File: config.mk
export PLATFORM = sky130hd
export DESIGN_NAME = risc_v_mike_gpio_in_cond
export DESIGN_NICKNAME = d
export VERILOG_FILES = /design/src/rtl/risc_v_mike_pkg.sv /design/src/rtl/risc_v_mike_gpio_debounce_bit.sv /design/src/rtl/risc_v_mike_gpio_in_cond.sv
export SDC_FILE = /design/constraint.sdc
export NUM_CORES = 1
export LEC_CHECK = 0
export ABC_AREA = 1
export BUFFER_PORTS_ARGS = -buffer_cell sky130_fd_sc_hd__buf_2
export CELL_PAD_IN_SITES_DETAIL_PLACEMENT = 0
export CELL_PAD_IN_SITES_GLOBAL_PLACEMENT = 1
export CORE_ASPECT_RATIO = 0.9
export CORE_MARGIN = 2
export CORE_UTILIZATION = 30
export CTS_BUF_LIST = sky130_fd_sc_hd__clkbuf_16
export CTS_CLUSTER_SIZE = 14
export DETAILED_ROUTE_END_ITERATION = 6
export MAX_ROUTING_LAYER = met4
export PLACE_DENSITY_LB_ADDON = 0.1
export SLEW_MARGIN = 20
export SYNTH_ARGS = -nofsm -noshare
export SYNTH_HDL_FRONTEND = slang
export SYNTH_HIERARCHICAL = 1
export SYNTH_SLANG_ARGS = --single-unit
File: constraint.sdc
create_clock -name clk -period 1 [get_ports clk]
set_clock_uncertainty 0.1 [all_clocks]
set_input_delay 0.2 -clock clk [delete_from_list [all_inputs] [get_ports clk]]
set_output_delay 0.2 -clock clk [all_outputs]
set_load 0.05 [all_outputs]
File: src/rtl/risc_v_mike_pkg.sv
// -----------------------------------------------------------------------------
// risc_v_mike_pkg
// Shared constants and types for the risc_v_mike GPIO input path.
//   GPIO_BYTE            : width of one GPIO port (pins per port)
//   GPIO_DEBOUNCE_CYCLES : default number of consecutive differing samples
//                          needed before a pin change is accepted
//   gpio_vec_t           : one GPIO port vector
//   cnt_width()          : debounce counter width, never narrower than 1 bit
// -----------------------------------------------------------------------------
package risc_v_mike_pkg;

   localparam int GPIO_BYTE            = 8;
   localparam int GPIO_DEBOUNCE_CYCLES = 4;

   typedef logic [GPIO_BYTE-1:0] gpio_vec_t;

   // The counter only has to reach cycles-1, so $clog2(cycles) bits suffice.
   // A 1-cycle filter still gets a 1-bit counter that simply stays at 0.
   function automatic int cnt_width(input int cycles);
      return (cycles > 1) ? $clog2(cycles) : 1;
   endfunction

endpackage

File: src/rtl/risc_v_mike_gpio_debounce_bit.sv
// -----------------------------------------------------------------------------
// risc_v_mike_gpio_debounce_bit
// One pin of the GPIO input conditioner: a 2-flop synchronizer, a debounce
// counter and the accepted (stable) level, plus one-cycle rise/fall pulses
// that are high exactly while the next edge commits a new stable level.
// Ports:
//   clk          in  system clock, rising edge
//   rst          in  synchronous active-high reset
//   i_pin_async  in  raw asynchronous pin level
//   o_stable     out debounced level
//   o_rise       out stable will go 0->1 on the next clock edge
//   o_fall       out stable will go 1->0 on the next clock edge
// Parameter DEBOUNCE_CYCLES must be >= 1.
// -----------------------------------------------------------------------------
module risc_v_mike_gpio_debounce_bit
   import risc_v_mike_pkg::*;
#(
   parameter int DEBOUNCE_CYCLES = GPIO_DEBOUNCE_CYCLES
) (
   input  logic clk,
   input  logic rst,
   input  logic i_pin_async,
   output logic o_stable,
   output logic o_rise,
   output logic o_fall
);

   localparam int               CNT_W    = cnt_width(DEBOUNCE_CYCLES);
   localparam logic [CNT_W-1:0] CNT_LAST = CNT_W'(DEBOUNCE_CYCLES - 1);

   logic             r_sync1;
   logic             r_sync2;
   logic             r_stable;
   logic [CNT_W-1:0] r_cnt;

   logic w_differs;
   logic w_accept;

   assign w_differs = (r_sync2 != r_stable);
   // The sample that completes the window is itself counted, so the change
   // is committed while the counter already reads DEBOUNCE_CYCLES-1.
   assign w_accept  = w_differs && (r_cnt == CNT_LAST);

   // NOTE: every register here is assigned with <= so that r_sync2 samples the
   // pre-edge r_sync1; a blocking '=' would collapse the synchronizer to one
   // flop and let a metastable value straight into the debounce logic.
   always_ff @(posedge clk) begin
      if (rst) begin
         r_sync1  <= 1'b0;
         r_sync2  <= 1'b0;
         r_stable <= 1'b0;
         r_cnt    <= '0;
      end else begin
         r_sync1 <= i_pin_async;
         r_sync2 <= r_sync1;
         if (!w_differs) begin
            // Any sample matching the accepted level restarts the window.
            r_cnt <= '0;
         end else if (w_accept) begin
            r_stable <= r_sync2;
            r_cnt    <= '0;
         end else begin
            r_cnt <= r_cnt + CNT_W'(1);
         end
      end
   end

   assign o_stable = r_stable;
   assign o_rise   = w_accept &  r_sync2;
   assign o_fall   = w_accept & ~r_sync2;

endmodule

File: src/rtl/risc_v_mike_gpio_in_cond.sv
// -----------------------------------------------------------------------------
// risc_v_mike_gpio_in_cond
// Input-conditioning stage in front of the core's gpio_port_in. Each pin is
// synchronized, debounced and edge-detected independently; optionally the
// edges are latched into sticky flags that drive an interrupt request.
// Ports:
//   clk        in  system clock, rising edge
//   rst        in  synchronous active-high reset
//   pin_async  in  [GPIO_W] raw asynchronous pin levels
//   gpio_in    out [GPIO_W] debounced levels (to core gpio_port_in)
//   rise_en    in  [GPIO_W] per-bit enable of rise flags into irq
//   fall_en    in  [GPIO_W] per-bit enable of fall flags into irq
//   flag_clr   in  [GPIO_W] write-1-to-clear pulse for both flags of a bit
//   rise_flag  out [GPIO_W] sticky rising-edge flags
//   fall_flag  out [GPIO_W] sticky falling-edge flags
//   irq        out OR of enabled flags
// Build option: define RISC_V_MIKE_GPIO_EDGE_IRQ_EN to build the edge flags
// and irq. Without it the flags and irq read 0 and rise_en/fall_en/flag_clr
// are ignored; ports and gpio_in timing are unchanged.
// -----------------------------------------------------------------------------
module risc_v_mike_gpio_in_cond
   import risc_v_mike_pkg::*;
#(
   parameter int GPIO_W          = GPIO_BYTE,
   parameter int DEBOUNCE_CYCLES = GPIO_DEBOUNCE_CYCLES
) (
   input  logic              clk,
   input  logic              rst,
   input  logic [GPIO_W-1:0] pin_async,
   output logic [GPIO_W-1:0] gpio_in,
   input  logic [GPIO_W-1:0] rise_en,
   input  logic [GPIO_W-1:0] fall_en,
   input  logic [GPIO_W-1:0] flag_clr,
   output logic [GPIO_W-1:0] rise_flag,
   output logic [GPIO_W-1:0] fall_flag,
   output logic              irq
);

   logic [GPIO_W-1:0] w_stable;
   logic [GPIO_W-1:0] w_rise;
   logic [GPIO_W-1:0] w_fall;

   for (genvar gi = 0; gi < GPIO_W; gi++) begin : g_bit
      risc_v_mike_gpio_debounce_bit #(
         .DEBOUNCE_CYCLES (DEBOUNCE_CYCLES)
      ) u_debounce (
         .clk         (clk),
         .rst         (rst),
         .i_pin_async (pin_async[gi]),
         .o_stable    (w_stable[gi]),
         .o_rise      (w_rise[gi]),
         .o_fall      (w_fall[gi])
      );
   end

   assign gpio_in = w_stable;

`ifdef RISC_V_MIKE_GPIO_EDGE_IRQ_EN
   logic [GPIO_W-1:0] r_rise_flag;
   logic [GPIO_W-1:0] r_fall_flag;

   // The pulses are high on the same edge that updates the stable level, so
   // the flags become visible together with the new gpio_in value. Clear is
   // applied first and the set ORed in afterwards: a coincident set wins.
   always_ff @(posedge clk) begin
      if (rst) begin
         r_rise_flag <= '0;
         r_fall_flag <= '0;
      end else begin
         r_rise_flag <= (r_rise_flag & ~flag_clr) | w_rise;
         r_fall_flag <= (r_fall_flag & ~flag_clr) | w_fall;
      end
   end

   assign rise_flag = r_rise_flag;
   assign fall_flag = r_fall_flag;
   assign irq       = |((r_rise_flag & rise_en) | (r_fall_flag & fall_en));
`else
   assign rise_flag = '0;
   assign fall_flag = '0;
   assign irq       = 1'b0;

   // Inputs and edge pulses kept on the interface but deliberately unused.
   logic w_unused_ok;
   assign w_unused_ok = ^{rise_en, fall_en, flag_clr, w_rise, w_fall};
`endif

endmodule

; ---- Yosys cells after proc, flatten, opt, wreduce, memory -nomap -nowiden
; Cells that the tools add are included.
[totals]
ff_bits = 40
inputBits = 34
out_inout_bits = 25
elab_cells = 88
[classes]
n_addsub = 8
n_eq_ne = 16
bitwise = 8
reduce_logical = 24
[op_table]
columns = op, count
row1 = 3-bit OR reduction, 8
row2 = 2-bit by 1-bit adder with 2-bit output (second input constant), 8
row3 = 2-bit equality test (second input constant), 8
row4 = 2-bit AND reduction, 8
row5 = 1-bit logical AND, 8
row6 = 1-bit inequality test, 8
row7 = 1-bit inverter, 8

; ---- Logic depth before layout (Yosys ltp)
[logic_depth]
depth_word = 3
mapped_depth = 5
ltp_nobuf = 5

; ---- By module
; Netlist, hierarchy kept.
[modules_own_cells]
columns = mod, n_inst, cells_each, area_per_inst_um2
row1 = risc_v_mike_gpio_debounce_bit, 8, 26, 191.4
row2 = risc_v_mike_gpio_in_cond, 1, 18, 131.4

; ---- Least setup slack after synthesis
; Ideal clock, no wire load.
[synth_timing]
path_kind = reg2reg
from = register g_bit[0].u_debounce.r_stable
to = register g_bit[0].u_debounce.r_cnt[0]
arrival_time_ns = 0.949
required_ns = 0.788
path_slack_ns = -0.161
stages_incl_launch_ff = 6
path_buffers = 0
path_cell_list = dfxtp_1 > inv_1 > nand2_1 > nand2_1 > nand2_1 > nor2_1
[synth_between]
elab_chain_cells = 3
word_cells_on_any_way = 4
classes_between = 1 x eq/ne / 1 x bitwise / 2 x reduce/logical
[synth_rtl]
columns = item, line_no
row1 = "start, declared", risc_v_mike_gpio_debounce_bit.sv:33  ; logic r_stable;
row2 = "start signal, assigned", risc_v_mike_gpio_debounce_bit.sv:60  ; r_stable <= r_sync2;
row3 = 1-bit inequality test *, risc_v_mike_gpio_debounce_bit.sv:39  ; assign w_differs = (r_sync2 != r_stable);
row4 = 1-bit logical AND or 1-bit inverter (tied branches), n/a
row5 = 3-bit OR reduction (no line) *, n/a
row6 = "end signal, assigned", risc_v_mike_gpio_debounce_bit.sv:63  ; r_cnt <= r_cnt + CNT_W'(1);
row7 = "end, declared", risc_v_mike_gpio_debounce_bit.sv:34  ; logic [CNT_W-1:0] r_cnt;
; Mark *: on every way between the ends. The rest lies on a longest branch, timed or not.
; A chain may end at the register's enable or synchronous reset.

; ---- Worst setup path after layout
[layout_timing]
from = register g_bit[0].u_debounce.r_stable
to = output gpio_in[0]
[layout_rtl]
columns = item, line_no
row1 = "end, declared", risc_v_mike_gpio_in_cond.sv:30  ; output logic [GPIO_W-1:0] gpio_in,
; No word-level cell between the ends.

==> metrics <==
1st-iter DRT viols=56; Period minus WS final=1.07 ns; Hold-fix buffers, CTS=0; R2R depth=4; reg-to-reg slack, setup=0.02 ns; CORE AREA=5190 um^2; Final Cycle Share=107%; power per cell area=1620 nW/um^2; clk buf depth=2; Die Width=81.0 um; Data arrival, critical path=0.77 ns; post-route setup slack=-0.0717 ns; Vias/cell=3.78; final setup vio count=8; Nets=285; worst vdd ir=0.971 mV; endpoints failing hold=0; status=finished, violations left; final instance area=2110 um^2; die area=5940 um^2; DRT Wirelength=2.34 mm; via count=1,175; remaining routing DRC violations=0; first-pass GRT wire length=3.85 mm; grt ovf=0; crit end category=primary output; clock insertion delay at the later pin of the skew report=0.28 ns; Largest delay share family, worst path=flip-flops; Worst R2R End=g_bit[3].u_debounce/o_stable; max-slew violation count=0; total power=3.41 mW; Req. time, crit path=0.70 ns; Max stage delay on crit path=0.35 ns; Crit path depth=1; dpl ws=0.00202 ns; critical path's slowest cell=dfxtp_2; GP Congestion=0.670; maximum number of pins on one net before global-route repair=32; TritonCTS Sinks=40; FP Rows=25; Syn-to-layout area delta=31.6%; Reg-to-Reg Start=g_bit[3].u_debounce/r_cnt[0]; worst hold path cell count=3; HPWL after DPL=1.49 mm; Total Routing Usage GR=8.98%; Post-Synthesis Cells=210; PortBufs=17; Ant. Diodes=0; failing checks=setup timing; Crit Path Category=register to primary output; RSZ-0062 raised after global routing=true; Avg Inst Size Synth=7.63 um^2; vias in the first global route=949; CTS H-tree depth=2; hold worst-path end=g_bit[6].u_debounce/r_sync1; total negative slack=-0.492 ns; Starting Density=30.9%; CTS tree=done; hold crit path type=primary input to register; placed cell areas=1740 um^2; Max-Cap Viols=0; leakage power=0.943 nW; initial antenna violation count=0; CTS root buffer=clkbuf_16; fmax=0.933 GHz; Die Y=73.3 um; router iterations before antenna repair=4; Final ANT Viol Nets=0; Worst Setup Start Kind=register; fraction of layout cells with a size suffix above 1=29.1%; worst hold start=pin_async[6]; Ports=59; worst path cell trace=buf_8; crit-path max FO=2; TritonCTS buffer count=5; Yosys warnings=6; WP buf/inv=1; WL/cell=7.53 um; Post-Syn Area=1600 um^2; Worst-path clk slew=0.06 ns
==> timing repair <==
action,in CTS,in global routing
resized for setup,30,36
setup endpoints to repair,13,25
pin swaps,2,11
buffers inserted,8,0
==> registers in the layout, indices dropped and copies added (netlist names) <==
signal / count
g_bit.u_debounce/r_cnt: 16
g_bit.u_debounce/o_stable: 8
g_bit.u_debounce/r_sync1: 8
g_bit.u_debounce/r_sync2: 8
==> layout make-up <==
| class | instances | area, um^2 |
|---|---|---|
| Fill cell | 583 | 3080 |
| Sequential cell | 40 | 826 |
| Multi-Input combinational cell | 121 | 624 |
| Timing Repair Buffer | 27 | 256 |
| Inverter | 48 | 180 |
| Clock buffer | 5 | 125 |
| Tap cell | 67 | 83.8 |
| Clock inverter | 3 | 13.8 |
==> per-layer routing <==
layer	global-route usage [%]	wire length (um)	up-vias
met5	-	0	-
met4	6.21	59	0
li1	-	-	651
met2	12.7	1040	21
met3	3.69	109	4
met1	10.3	1140	499
==> worst max-delay path by stage <==
stage	endpoint	slack, ns	start
6_report	gpio_in[0]	-0.07	g_bit[0].u_debounce/o_stable
5_1_grt	gpio_in[6]	-0.09	g_bit[6].u_debounce/o_stable
4_1_cts	gpio_in[6]	-0.08	g_bit[6].u_debounce/o_stable
3_5_place_dp	g_bit[3].u_debounce/o_stable	0.002	g_bit[3].u_debounce/r_cnt[0]
3_3_place_gp	g_bit[6].u_debounce/o_stable	-0.005	g_bit[6].u_debounce/r_cnt[0]
2_1_floorplan	g_bit[0].u_debounce/r_cnt[0]	0.03	g_bit[0].u_debounce/o_stable
==> cell usage in the layout, fill, tap and decap left out, drive strengths merged <==
master	instances
a21oi	8
nor2	40
o21ai	8
clkbuf	5
dfxtp	40
buf	27
nand2	32
conb	17
clkinv	3
nand3	8
inv	48
ha	8
==> metrics by stage <==
| stage | utilization [%] | instances | hold slack [ns] |
|---|---|---|---|
| after global routing | 40.6 | 311 | 0.0224 |
| after detailed placement | 33.5 | 295 | 0.293 |
| after global placement | 33.5 | 295 | 0.290 |
| final | 40.6 | 311 | 0.0186 |
| after floorplan | - | 226 | 0.162 |
| after CTS | 39.2 | 311 | 0.00964 |
==> report_power, final <==
| part | total, mW | switching [mW] | internal [mW] |
|---|---|---|---|
| Clock | 1.50 | 0.595 | 0.905 |
| Sequential | 1.65 | 0.0227 | 1.63 |
| Combinational | 0.258 | 0.204 | 0.0536 |
Power figures use the tool's default switching activity.
